$ cat config.mk
export PLATFORM = sky130hd
export DESIGN_NAME = morse_receiver
export DESIGN_NICKNAME = d
export VERILOG_FILES = /design/src/rtl/morse_receiver.sv
export SDC_FILE = /design/constraint.sdc
export NUM_CORES = 1
export LEC_CHECK = 0
export ABC_AREA = 1
export CAP_MARGIN = 20
export CORE_UTILIZATION = 40
export CTS_CLUSTER_SIZE = 24
export DETAILED_ROUTE_END_ITERATION = 16
export DONT_BUFFER_PORTS = 1
export PLACE_DENSITY = 0.62
export SLEW_MARGIN = 10
export SYNTH_ARGS = -nofsm -noshare
export SYNTH_HDL_FRONTEND = slang
export SYNTH_SLANG_ARGS = --single-unit
$ cat constraint.sdc
create_clock -name clk -period 1.3 [get_ports clk]
set_input_delay 0.26 -clock clk [delete_from_list [all_inputs] [get_ports clk]]
set_output_delay 0.26 -clock clk [all_outputs]
set_load 0.01 [all_outputs]
$ cat src/rtl/morse_receiver.sv
// ---------------------------------------------------------------------------
// morse_receiver
// Decodes a keyed Morse line into characters of up to five elements.
// The line is synchronized and its mark and space lengths are timed in Morse
// units. Each character is then reported as a pattern of dots and dashes,
// and the end of a word is flagged separately.
//
// Parameters:
//   UNIT_CYCLES    clock cycles per Morse time unit (2..2^20)
// Ports:
//   clk            clock, rising edge
//   rst_n          asynchronous active-low reset
//   morse_code_in  raw key line (async), 1 = mark, 0 = space
//   symbol_valid   1-cycle pulse, qualifies symbol_pattern/symbol_length
//   symbol_pattern element bits, first element in bit 0 (0 = dot, 1 = dash)
//   symbol_length  number of elements, 1..5
//   word_gap       1-cycle pulse at end of word
//   symbol_error   1-cycle pulse when a character exceeds five elements
// ---------------------------------------------------------------------------
module morse_receiver #(
  parameter int unsigned UNIT_CYCLES = 50000
) (
  input  logic       clk,
  input  logic       rst_n,
  input  logic       morse_code_in,
  output logic       symbol_valid,
  output logic [4:0] symbol_pattern,
  output logic [2:0] symbol_length,
  output logic       word_gap,
  output logic       symbol_error
);

  localparam int PW = (UNIT_CYCLES > 1) ? $clog2(UNIT_CYCLES) : 1;
  localparam logic [PW-1:0] PRESC_MAX = PW'(UNIT_CYCLES - 1);

  typedef enum logic [1:0] {IDLE, MARK, GAP, CHAR_DONE} state_t;

  state_t          state_q, state_d;
  logic            sync1_q, line_q, line_prev_q;
  logic [PW-1:0]   presc_q, presc_d;
  logic [2:0]      unit_q, unit_d;
  logic [4:0]      shreg_q, shreg_d;
  logic [2:0]      cnt_q, cnt_d;
  logic            ovf_q, ovf_d;
  logic            valid_q, valid_d;
  logic            err_q, err_d;
  logic            word_q, word_d;
  logic [4:0]      pat_q, pat_d;
  logic [2:0]      len_q, len_d;

  logic            line_edge, line_rise, line_fall, is_dash;

  assign line_edge = line_q ^ line_prev_q;
  assign line_rise = line_q & ~line_prev_q;
  assign line_fall = ~line_q & line_prev_q;
  // A mark of two or more whole units is a dash; saturation at 7 keeps
  // arbitrarily long marks classified as dashes.
  assign is_dash   = (unit_q >= 3'd2);

  // Unit timer: any line edge restarts the measurement of the new interval.
  always_comb begin
    presc_d = presc_q;
    unit_d  = unit_q;
    if (line_edge) begin
      presc_d = '0;
      unit_d  = '0;
    end else if (presc_q == PRESC_MAX) begin
      presc_d = '0;
      if (unit_q != 3'd7) unit_d = unit_q + 3'd1;
    end else begin
      presc_d = presc_q + PW'(1);
    end
  end

  // Character FSM.
  always_comb begin
    state_d = state_q;
    shreg_d = shreg_q;
    cnt_d   = cnt_q;
    ovf_d   = ovf_q;
    valid_d = 1'b0;
    err_d   = 1'b0;
    word_d  = 1'b0;
    pat_d   = pat_q;
    len_d   = len_q;
    unique case (state_q)
      IDLE: begin
        if (line_rise) begin
          state_d = MARK;
          shreg_d = '0;
          cnt_d   = '0;
          ovf_d   = 1'b0;
        end
      end
      MARK: begin
        if (line_fall) begin
          state_d = GAP;
          if (cnt_q < 3'd5) begin
            shreg_d = shreg_q | (5'(is_dash) << cnt_q);
            cnt_d   = cnt_q + 3'd1;
          end else begin
            ovf_d = 1'b1;
          end
        end
      end
      GAP: begin
        if (unit_q >= 3'd2) begin
          // Inter-character space reached: report what was collected.
          if (ovf_q) begin
            err_d = 1'b1;
          end else begin
            valid_d = 1'b1;
            pat_d   = shreg_q;
            len_d   = cnt_q;
          end
          if (line_rise) begin
            state_d = MARK;
            shreg_d = '0;
            cnt_d   = '0;
            ovf_d   = 1'b0;
          end else begin
            state_d = CHAR_DONE;
          end
        end else if (line_rise) begin
          state_d = MARK;
        end
      end
      CHAR_DONE: begin
        if (line_rise) begin
          state_d = MARK;
          shreg_d = '0;
          cnt_d   = '0;
          ovf_d   = 1'b0;
        end else if (unit_q == 3'd5) begin
          word_d  = 1'b1;
          state_d = IDLE;
        end
      end
      default: state_d = IDLE;
    endcase
  end

  always_ff @(posedge clk or negedge rst_n) begin
    if (!rst_n) begin
      state_q     <= IDLE;
      sync1_q     <= 1'b0;
      line_q      <= 1'b0;
      line_prev_q <= 1'b0;
      presc_q     <= '0;
      unit_q      <= '0;
      shreg_q     <= '0;
      cnt_q       <= '0;
      ovf_q       <= 1'b0;
      valid_q     <= 1'b0;
      err_q       <= 1'b0;
      word_q      <= 1'b0;
      pat_q       <= '0;
      len_q       <= '0;
    end else begin
      state_q     <= state_d;
      sync1_q     <= morse_code_in;
      line_q      <= sync1_q;
      line_prev_q <= line_q;
      presc_q     <= presc_d;
      unit_q      <= unit_d;
      shreg_q     <= shreg_d;
      cnt_q       <= cnt_d;
      ovf_q       <= ovf_d;
      valid_q     <= valid_d;
      err_q       <= err_d;
      word_q      <= word_d;
      pat_q       <= pat_d;
      len_q       <= len_d;
    end
  end

  assign symbol_valid   = valid_q;
  assign symbol_error   = err_q;
  assign word_gap       = word_q;
  assign symbol_pattern = pat_q;
  assign symbol_length  = len_q;

endmodule

==> results.py, run 1 <==
metrics = {
    "run_status": {
        "outcome": "finished, violations left",
        "violations": "negative hold slack, negative setup slack",
    },
    "timing": {
        "slew_headroom": 0.802,
        "drv_slew": 0,
        "max_clock_freq_mhz": 733,
        "rsz0062_at_grt": "true",
        "clock_skew_ns": 0.00521,
        "setup_viol": 22,
        "worstMarginPinSlew_ns": 0.296,
        "period_needed_ns": 1.36,
        "finalHoldViolations": 44,
        "fin_hold_ws_ns": -0.351,
        "fin_tns_setup_ns": -0.790,
        "fin_ws_ns": -0.0635,
        "fin_crit_sh": 1.05,
    },
    "worst_setup_path": {
        "regToRegStartpoint": "presc_q[1]",
        "critPathMaxStageDelay_ns": 0.41,
        "critPathCaptureType": "flip-flop",
        "cp_slowest_cell": "dfrtp_1",
        "ff2ff_path_depth": 9,
        "cp-start-kind": "flip-flop",
        "crit_chain": "ha_4 -> nand2_4 -> inv_2 -> nand2_2 -> nor2_1 -> nand2_1 -> nand2_4 -> buf_6 -> nor3_2",
        "cp_max_fo": 6,
        "critPathKind": "flip-flop to flip-flop",
        "ff2ff_setup_slack_ns": -0.06,
        "r2r-end": "presc_q[6]",
        "required_ns": 1.48,
        "crit_arrival_ns": 1.55,
        "crit_path_frequent_cell": "nand2_4",
    },
    "logic_synthesis": {
        "synth_cells": 277,
        "synth_area_um2": 2250,
        "ys_types": 27,
        "yosysSeqAreaShare": 0.490,
        "syn-num-nets": 287,
        "yosys_warnings": 0,
        "ys_seq_elements": 44,
        "syn_area_per_cell_um2": 8.11,
    },
    "routing": {
        "routed-via-count": 1838,
        "avgRoutedWirePerCell_um": 12.0,
        "drtPass1Iterations": 4,
        "final_antenna_net_count": 0,
        "drt-total-wl_um": 4700,
        "drcViolationCount": 0,
        "drtIter0Drc": 128,
        "viasPerCell": 4.71,
    },
    "layout": {
        "syn2layout_area_growth_pct": 28.5,
        "stdcell_count": 390,
        "fin_nets": 329,
        "drive_above_1_share": 0.294,
        "antennaDiodeCount": 0,
    },
    "die": {
        "coreArea_um2": 5270,
        "fp-row-count": 26,
        "pin_count": 14,
        "initial_core_util": 0.426,
        "die_h_um": 77.0,
        "die_w_um": 77.0,
        "fp.dieArea_um2": 5920,
    },
    "power": {
        "clkPwrFrac": 0.269,
        "leakage_uw": 0.00142,
        "pwr-share-comb": 0.303,
        "powerDensity_nw_per_um2": 1390,
        "pwr-share-seq": 0.428,
        "power.internal_uw": 2660,
        "ir_worst_vdd_v": 0.000635,
        "p_sw_uw": 1350,
        "netSwitchingFraction": 0.336,
    },
    "placed_design": {
        "dp_cells": 371,
        "post-dp-hpwl_um": 3070,
        "port_buffers": 0,
        "place_congestion": 0.804,
    },
    "grt": {
        "grt_use_total": 0.158,
        "grt_max_degree": 45,
        "antenna_found_initial": 0,
        "grt_pass1_wl_um": 7360,
        "grt-ovfl-total": 0,
        "first_global_vias": 1572,
    },
    "clocking": {
        "clkTransAtPathRegs_ns": 0.09,
        "cts_num_sinks": 44,
        "cts_tree": "built",
        "insertion_delay_ns": 0.29,
        "htree_levels": 2,
        "cts_hold_buf": 1,
        "cts.path.max_buffers": 2,
        "cts_root_buffer": "clkbuf_8",
        "cts_buffers": 5,
    },
    "flow_run": {
        "drv_cap": 0,
    },
    "hold_path": {
        "min_path_type": "input port to async pin",
    },
}
per-stage QoR:
stage | instance area, µm² | power (µW) | setup WS (ns) | hold slack, ns | utilization
3_3_place_gp | 2510 | 2630 | -0.0166 | -0.0342 | 0.477
6_report | 2890 | 4010 | -0.0635 | -0.351 | 0.548
2_1_floorplan | 2250 | 2350 | 0.0000971 | -0.0356 | -
3_5_place_dp | 2510 | 2640 | -0.0677 | -0.0342 | 0.477
5_1_grt | 2890 | 4250 | -0.151 | -0.374 | 0.548
4_1_cts | 2690 | 3790 | -0.0223 | -0.364 | 0.510
cells in the final DEF, fill, tap and decap left out, types with 4 or more instances in the layout:
cell / Yosys / final
nand2_1: 69 / 58
nand3_1: 15 / 14
inv_1: 35 / 33
o21ai_1: 8 / 8
nand2_2: 9 / 11
nand2_4: 1 / 12
dfrtp_1: 44 / 43
nor2_1: 46 / 41
nor3_1: 5 / 4
clkbuf_8: 0 / 5
a21oi_1: 6 / 6
ha_1: 7 / 4
buf_4: 0 / 33
nor2_4: 0 / 5
nor2_2: 4 / 4
layout make-up:
type	instances	area (µm²)
clock buffer	5	68.8
clock inverter	3	46.3
timing repair buffer	37	314
multi-input combinational	193	1120
inverter	38	148
sequential	44	1100
tap	70	87.6
fill	492	2380
per-layer routing:
layer	vias to the layer above	track usage	routed length [µm]
met5	-	0	0
met4	0	0.0462	46
met3	4	0.0333	142
met2	29	0.234	2170
met1	851	0.231	2340
li1	954	-	-
state kept, by name, summed over array words and instances (netlist names):
name,count
ovf_q,1
line_q,1
cnt_q,3
word_gap,1
symbol_pattern,5
shreg_q,5
symbol_length,3
symbol_error,1
symbol_valid,1
state_q,2
presc_q,16
line_prev_q,1
unit_q,3
sync1_q,1
power groups by stage:
| stage | clock network [µW] | registers [µW] | logic [µW] |
|---|---|---|---|
| floorplan | 0 | 1700 | 646 |
| global placement | 0 | 1700 | 932 |
| detailed placement | 0 | 1700 | 942 |
| CTS | 1120 | 1690 | 982 |
| global route | 1170 | 1740 | 1340 |
| finish | 1080 | 1720 | 1220 |
synth_stat cells, drive strengths merged:
library cell  count  area (µm²)
nand2            79         327
nor2             50         198
dfrtp            44        1100
inv              37         139
nand3            17        95.1
o21ai            13        72.6
ha                7        87.6
nor3              7        57.6
a21oi             6        30.0
buf               4        45.0
nand4             3        18.8
xor2              3        26.3
a31oi             1        6.26
clkinv            1        5.00
nand3b            1        7.51
nor4              1        6.26
o2111ai           1        8.76
o211ai            1        7.51
xnor2             1        8.76
repair_timing:
action | 4_1_cts | 5_1_grt
setup buffers | 2 | 5
cloned | 0 | 3
pin swaps | 4 | 10
hold endpoints to repair | 45 | 44
gates resized for setup | 12 | 33
endpoints found under the setup margin | 22 | 35
worst max-delay path by stage:
stage	cells past startpoint	from	endpoint
after global placement	10	presc_q[1]	presc_q[11]
after floorplan	11	presc_q[0]	unit_q[0]
after global routing	9	presc_q[1]	presc_q[6]
after detailed placement	9	presc_q[1]	presc_q[6]
final	9	presc_q[1]	presc_q[6]
after CTS	10	presc_q[0]	unit_q[2]
worst max-delay path, delay by kind of cell, from the launching register on:
family / cells / cell delay [ns]
simple gates: 6 / 0.47
flops: 1 / 0.41
buf+inv: 2 / 0.21
fa+ha+maj: 1 / 0.17
logic make-up (layout without fill, tap and decap cells):
group                      after synthesis  after routing  synth area share
and+or+nand+nor                        158            160             0.316
xor gates and xnor gates                 4              4            0.0156
buffers and inverters                   42             83            0.0841
DFF                                     44             44             0.490
adders and majority gates                7              7            0.0390
AOI/OAI and AO/OA                       22             22            0.0557
No activity file was read; power rests on OpenSTA's default activity.
==> inputs of run 2 (changes only) <==
--- a/config.mk
+++ b/config.mk
@@ -6,12 +6,13 @@
 export NUM_CORES = 1
 export LEC_CHECK = 0
 export ABC_AREA = 1
+export ABC_CLOCK_PERIOD_IN_PS = 1300
 export CAP_MARGIN = 20
-export CORE_UTILIZATION = 40
+export CORE_UTILIZATION = 55
 export CTS_CLUSTER_SIZE = 24
 export DETAILED_ROUTE_END_ITERATION = 16
 export DONT_BUFFER_PORTS = 1
-export PLACE_DENSITY = 0.62
+export PLACE_DENSITY_LB_ADDON = 0.1
 export SLEW_MARGIN = 10
 export SYNTH_ARGS = -nofsm -noshare
 export SYNTH_HDL_FRONTEND = slang
==> run 2 against run 1 <==
Sequential cell count unchanged; wire length down 4.8%; first-iteration DRC count down 17%; cell count down 7.4%; clock skew down 0.00090 ns; design area down 4.7%; register-to-register slack better by 0.02 ns; the flow still finishes with violations (negative hold slack, negative setup slack).
==> results.py, run 2 (synthesis gave the netlist of run 1 again) <==
metrics = {
    "worst_setup_path": {
        "crit_arrival_ns": 1.52,
        "critPathCaptureType": "flip-flop",
        "ff2ff_path_depth": 9,
        "cp-start-kind": "flip-flop",
        "critPathKind": "flip-flop to flip-flop",
        "cp_max_fo": 6,
        "required_ns": 1.48,
    },
    "clocking": {
        "cts_hold_buf": 1,
        "cts_root_buffer": "clkbuf_8",
        "cts.path.max_buffers": 2,
        "cts_tree": "built",
        "insertion_delay_ns": 0.29,
        "clkTransAtPathRegs_ns": 0.08,
        "htree_levels": 2,
        "cts_buffers": 5,
        "cts_num_sinks": 44,
    },
    "timing": {
        "max_clock_freq_mhz": 747,
        "drv_slew": 0,
        "clock_skew_ns": 0.00430,
        "period_needed_ns": 1.34,
        "rsz0062_at_grt": "true",
        "fin_crit_sh": 1.03,
        "setup_viol": 9,
        "worstMarginPinSlew_ns": 0.254,
        "fin_tns_setup_ns": -0.232,
        "finalHoldViolations": 44,
        "fin_hold_ws_ns": -0.349,
        "fin_ws_ns": -0.0394,
        "slew_headroom": 0.829,
    },
    "flow_run": {
        "drv_cap": 0,
    },
    "routing": {
        "final_antenna_net_count": 0,
        "drtPass1Iterations": 4,
        "drtIter0Drc": 106,
        "drcViolationCount": 0,
        "drt-total-wl_um": 4470,
        "avgRoutedWirePerCell_um": 12.4,
        "viasPerCell": 5.12,
        "routed-via-count": 1849,
    },
    "layout": {
        "largest_reg_flops": 16,
        "drive_above_1_share": 0.268,
        "syn2layout_area_growth_pct": 22.5,
        "layout_commonest_cell": "nand2_1",
        "antennaDiodeCount": 0,
        "fin_nets": 322,
        "top_register": "presc_q",
        "final_cell_mix": "66 x nand2_1, 41 x dfrtp_1, 37 x nor2_1, 33 x inv_1, 27 x buf_4",
    },
    "grt": {
        "antenna_found_initial": 0,
        "grt-ovfl-total": 0,
        "grt_max_degree": 45,
        "grt_use_total": 0.227,
        "first_global_vias": 1685,
        "grt_pass1_wl_um": 7430,
    },
    "die": {
        "initial_core_util": 0.592,
        "fp-row-count": 22,
        "fp.dieArea_um2": 4350,
        "die_w_um": 65.9,
        "pin_count": 14,
        "die_h_um": 65.9,
        "coreArea_um2": 3800,
    },
    "power": {
        "powerDensity_nw_per_um2": 1400,
        "ir_worst_vdd_v": 0.00114,
        "leakage_uw": 0.00134,
    },
    "hold_path": {
        "min_path_type": "input port to async pin",
    },
    "run_status": {
        "outcome": "finished, violations left",
        "violations": "negative hold slack, negative setup slack",
    },
    "placed_design": {
        "place_congestion": 0.843,
        "post-dp-hpwl_um": 3020,
        "port_buffers": 0,
    },
}
run 2: cell type report:
cell class / instances / area (µm²)
Clock buffer: 6 / 72.6
Clock inverter: 2 / 35.0
Fill cell: 300 / 1050
Inverter: 38 / 146
Multi-Input combinational cell: 192 / 1080
Sequential cell: 44 / 1100
Tap cell: 48 / 60.1
Timing Repair Buffer: 31 / 255
run 2: metal layers:
layer  up-vias  track usage  wire, µm
li1        937            -         -
met1       878        0.307      2190
met2        28        0.357      2110
met3         6       0.0586       118
met4         0       0.0679        48
met5         -            0         0
run 2: worst paths after layout:
path	to	slack, ns	start
worst max-delay path	presc_q[6]	-0.04	presc_q[0]
max in group asynchronous	state_q[0]	1.56	rst_n
min in group clk	line_q	0.37	sync1_q
worst min register to register	line_q	0.37	sync1_q
worst max register to register	presc_q[6]	-0.04	presc_q[0]
worst min-delay path	symbol_pattern[0]	-0.35	rst_n
run 2: what timing repair did:
action                                  4_1_cts  5_1_grt
cloned                                        0        1
resized for setup                            18       19
pin swaps                                     4        3
endpoints found under the setup margin       23       38
hold endpoints to repair                     45       44
buffers inserted                              5        1
run 2: metrics by stage:
step | area (µm²) | instances | total power [µW] | util | setup WS (ns)
finish | 2750 | 361 | 3840 | 0.725 | -0.0394
global route | 2750 | 361 | 4080 | 0.725 | -0.119
CTS | 2680 | 359 | 3760 | 0.706 | -0.0328
detailed placement | 2460 | 345 | 2660 | 0.647 | -0.0737
global placement | 2460 | 345 | 2630 | 0.647 | -0.00359
floorplan | 2250 | 277 | 2350 | - | 0.0000971
run 2: report_power, final:
group          internal, µW  switching, µW
Clock                   571            466
Sequential             1550            155
Combinational           468            638
Total                  2580           1260
run 2: worst max-delay path, stage by stage, from the launching register on:
cell	delay [ns]
dfrtp_1	0.40
ha_4	0.16
nand2_4	0.06
inv_2	0.07
nand2_2	0.05
nor2_1	0.09
nand2_1	0.09
nand2_4	0.11
buf_6	0.15
nor3_2	0.04
==> inputs of run 3 (changes only) <==
--- a/config.mk
+++ b/config.mk
@@ -8,11 +8,12 @@
 export ABC_AREA = 1
 export ABC_CLOCK_PERIOD_IN_PS = 1300
 export CAP_MARGIN = 20
-export CORE_UTILIZATION = 55
+export CORE_UTILIZATION = 53
+export CTS_CLUSTER_DIAMETER = 100
 export CTS_CLUSTER_SIZE = 24
 export DETAILED_ROUTE_END_ITERATION = 16
-export DONT_BUFFER_PORTS = 1
 export PLACE_DENSITY_LB_ADDON = 0.1
+export SKIP_LAST_GASP = 1
 export SLEW_MARGIN = 10
 export SYNTH_ARGS = -nofsm -noshare
 export SYNTH_HDL_FRONTEND = slang
==> run 3 against run 2 <==
Cell count is 3.9% higher; sequential share of layout area decreased by 2.2 points; the flow finishes with violations (negative setup slack); sequential power is essentially flat.
==> results.py, run 3 (synthesis gave the netlist of run 1 again) <==
metrics = {
    "worst_setup_path": {
        "ff2ff_path_depth": 10,
        "ff2ff_setup_slack_ns": -0.04,
        "critical_path.startpoint": "presc_q[1]",
        "cp_slowest_cell": "dfrtp_1",
        "crit_chain": "ha_2 -> nand2_4 -> inv_2 -> nand2_2 -> nor2_2 -> nand2_2 -> nand2_4 -> buf_4 -> nand3_1 -> nand2_1",
        "r2r-end": "unit_q[2]",
        "path_buf_inv": 2,
        "critPathTopFamily": "simple AND/OR/NAND/NOR gates",
        "crit_arrival_ns": 1.59,
        "regToRegStartpoint": "presc_q[1]",
        "required_ns": 1.55,
        "cp_max_fo": 5,
        "critPathCaptureType": "flip-flop",
        "critPathMaxStageDelay_ns": 0.36,
        "critPathKind": "flip-flop to flip-flop",
        "cp-start-kind": "flip-flop",
        "cp.depth": 10,
        "endpoint": "unit_q[2]",
    },
    "layout": {
        "top_register": "presc_q",
        "final_cell_mix": "62 x nand2_1, 39 x dfrtp_1, 37 x nor2_1, 32 x inv_1, 27 x buf_4",
        "syn2layout_area_growth_pct": 29.8,
        "largest_reg_flops": 16,
        "fillCellCount": 305,
        "layout_commonest_cell": "nand2_1",
        "antennaDiodeCount": 0,
        "fin_nets": 334,
        "drive_above_1_share": 0.286,
        "stdcell_count": 375,
    },
    "grt": {
        "grt_pass1_wl_um": 7450,
        "grt-ovfl-total": 0,
        "antenna_found_initial": 0,
        "grt_max_degree": 33,
        "first_global_vias": 1730,
        "grt_use_total": 0.224,
    },
    "clocking": {
        "clkTransAtPathRegs_ns": 0.08,
        "htree_levels": 2,
        "cts_buffers": 5,
        "cts_root_buffer": "clkbuf_8",
        "cts_tree": "built",
        "cts.path.max_buffers": 2,
        "insertion_delay_ns": 0.30,
        "cts_num_sinks": 44,
    },
    "timing": {
        "period_needed_ns": 1.34,
        "max_clock_freq_mhz": 744,
        "drv_slew": 0,
        "slew_headroom": 0.781,
        "setup_viol": 12,
        "fin_crit_sh": 1.03,
        "clock_skew_ns": 0.00652,
        "finalHoldViolations": 0,
        "worstMarginPinSlew_ns": 0.328,
        "fin_hold_ws_ns": 0.353,
        "rsz0062_at_grt": "true",
        "fin_ws_ns": -0.0446,
    },
    "hold_path": {
        "min_from": "sync1_q",
        "min_path_type": "flip-flop to flip-flop",
    },
    "placed_design": {
        "post-dp-hpwl_um": 3120,
        "dp_cells": 360,
        "port_buffers": 13,
        "place_congestion": 0.851,
    },
    "die": {
        "fp.dieArea_um2": 4500,
        "die_w_um": 67.1,
        "die_h_um": 67.1,
        "pin_count": 14,
        "initial_core_util": 0.558,
        "fp-row-count": 23,
        "coreArea_um2": 4030,
    },
    "routing": {
        "drt-total-wl_um": 4460,
        "drtIter0Drc": 67,
        "routed-via-count": 1827,
        "avgRoutedWirePerCell_um": 11.9,
        "viasPerCell": 4.87,
        "drcViolationCount": 0,
        "final_antenna_net_count": 0,
        "drtPass1Iterations": 4,
    },
    "flow_run": {
        "drv_cap": 0,
    },
    "power": {
        "ir_worst_vdd_v": 0.00103,
        "leakage_uw": 0.00146,
        "powerDensity_nw_per_um2": 1360,
    },
    "run_status": {
        "outcome": "finished, violations left",
        "violations": "negative setup slack",
    },
}
[run 3: cell types whose count changed in the layout (fill, tap and decap cells not counted), moves of 2 or more]
cell / change
dlygate4sd2_1: +11
nand2_1: -4
clkinv_2: -2
dfrtp_1: -2
dfrtp_2: +2
nand2_4: +2
[run 3: final cells by class]
class | instances | area (µm²) | share of cell area
inverter | 38 | 150 | 0.0515
sequential | 44 | 1110 | 0.380
timing repair buffer | 44 | 375 | 0.129
clock buffer | 6 | 82.6 | 0.0283
clock inverter | 2 | 38.8 | 0.0133
tap | 50 | 62.6 | 0.0214
multi-input combinational | 191 | 1100 | 0.377
[run 3: worst register-to-register path: stages (launching register included)]
cell and delay (ns):
dfrtp_1 0.36, ha_2 0.21, nand2_4 0.06, inv_2 0.06, nand2_2 0.05, nor2_2 0.10, nand2_2 0.07, nand2_4 0.12
buf_4 0.13, nand3_1 0.06, nand2_1 0.07
[run 3: report_power, final]
part | total, µW | internal [µW] | switching, µW
registers | 1680 | 1550 | 134
clock network | 1100 | 628 | 471
logic | 1200 | 508 | 689
[run 3: routing by layer]
layer / GRT usage / part of all wire
met3: 0.0479 / 0.031
met1: 0.297 / 0.49
met2: 0.344 / 0.46
met4: 0.112 / 0.020
met5: 0 / 0
[run 3: worst min-delay path by stage]
stage                              to  cells after the start
after floorplan              cnt_q[0]                      0
after global placement    presc_q[14]                      1
after detailed placement  presc_q[14]                      1
after CTS                      line_q                      0
after global routing           line_q                      0
final                          line_q                      0
[run 3: timing repair]
action / in CTS / in global routing
hold buffers: 1 / 0
endpoints found under the hold margin: 12 / 0
pin swaps: 7 / 16
setup buffers: 2 / 4
gates cloned: 0 / 0
endpoints found under the setup margin: 33 / 38
gates resized for setup: 24 / 36
[run 3: per-stage QoR]
step	cell area (µm²)	total power, µW	worst slack, ns	setup TNS [ns]	utilization
floorplan	2250	2350	0.0000971	0	-
global placement	2600	2730	-0.0228	-0.115	0.645
detailed placement	2600	2770	-0.0634	-0.697	0.645
CTS	2770	3890	-0.0304	-0.198	0.688
global route	2920	4220	-0.133	-1.89	0.724
finish	2920	3980	-0.0446	-0.314	0.724
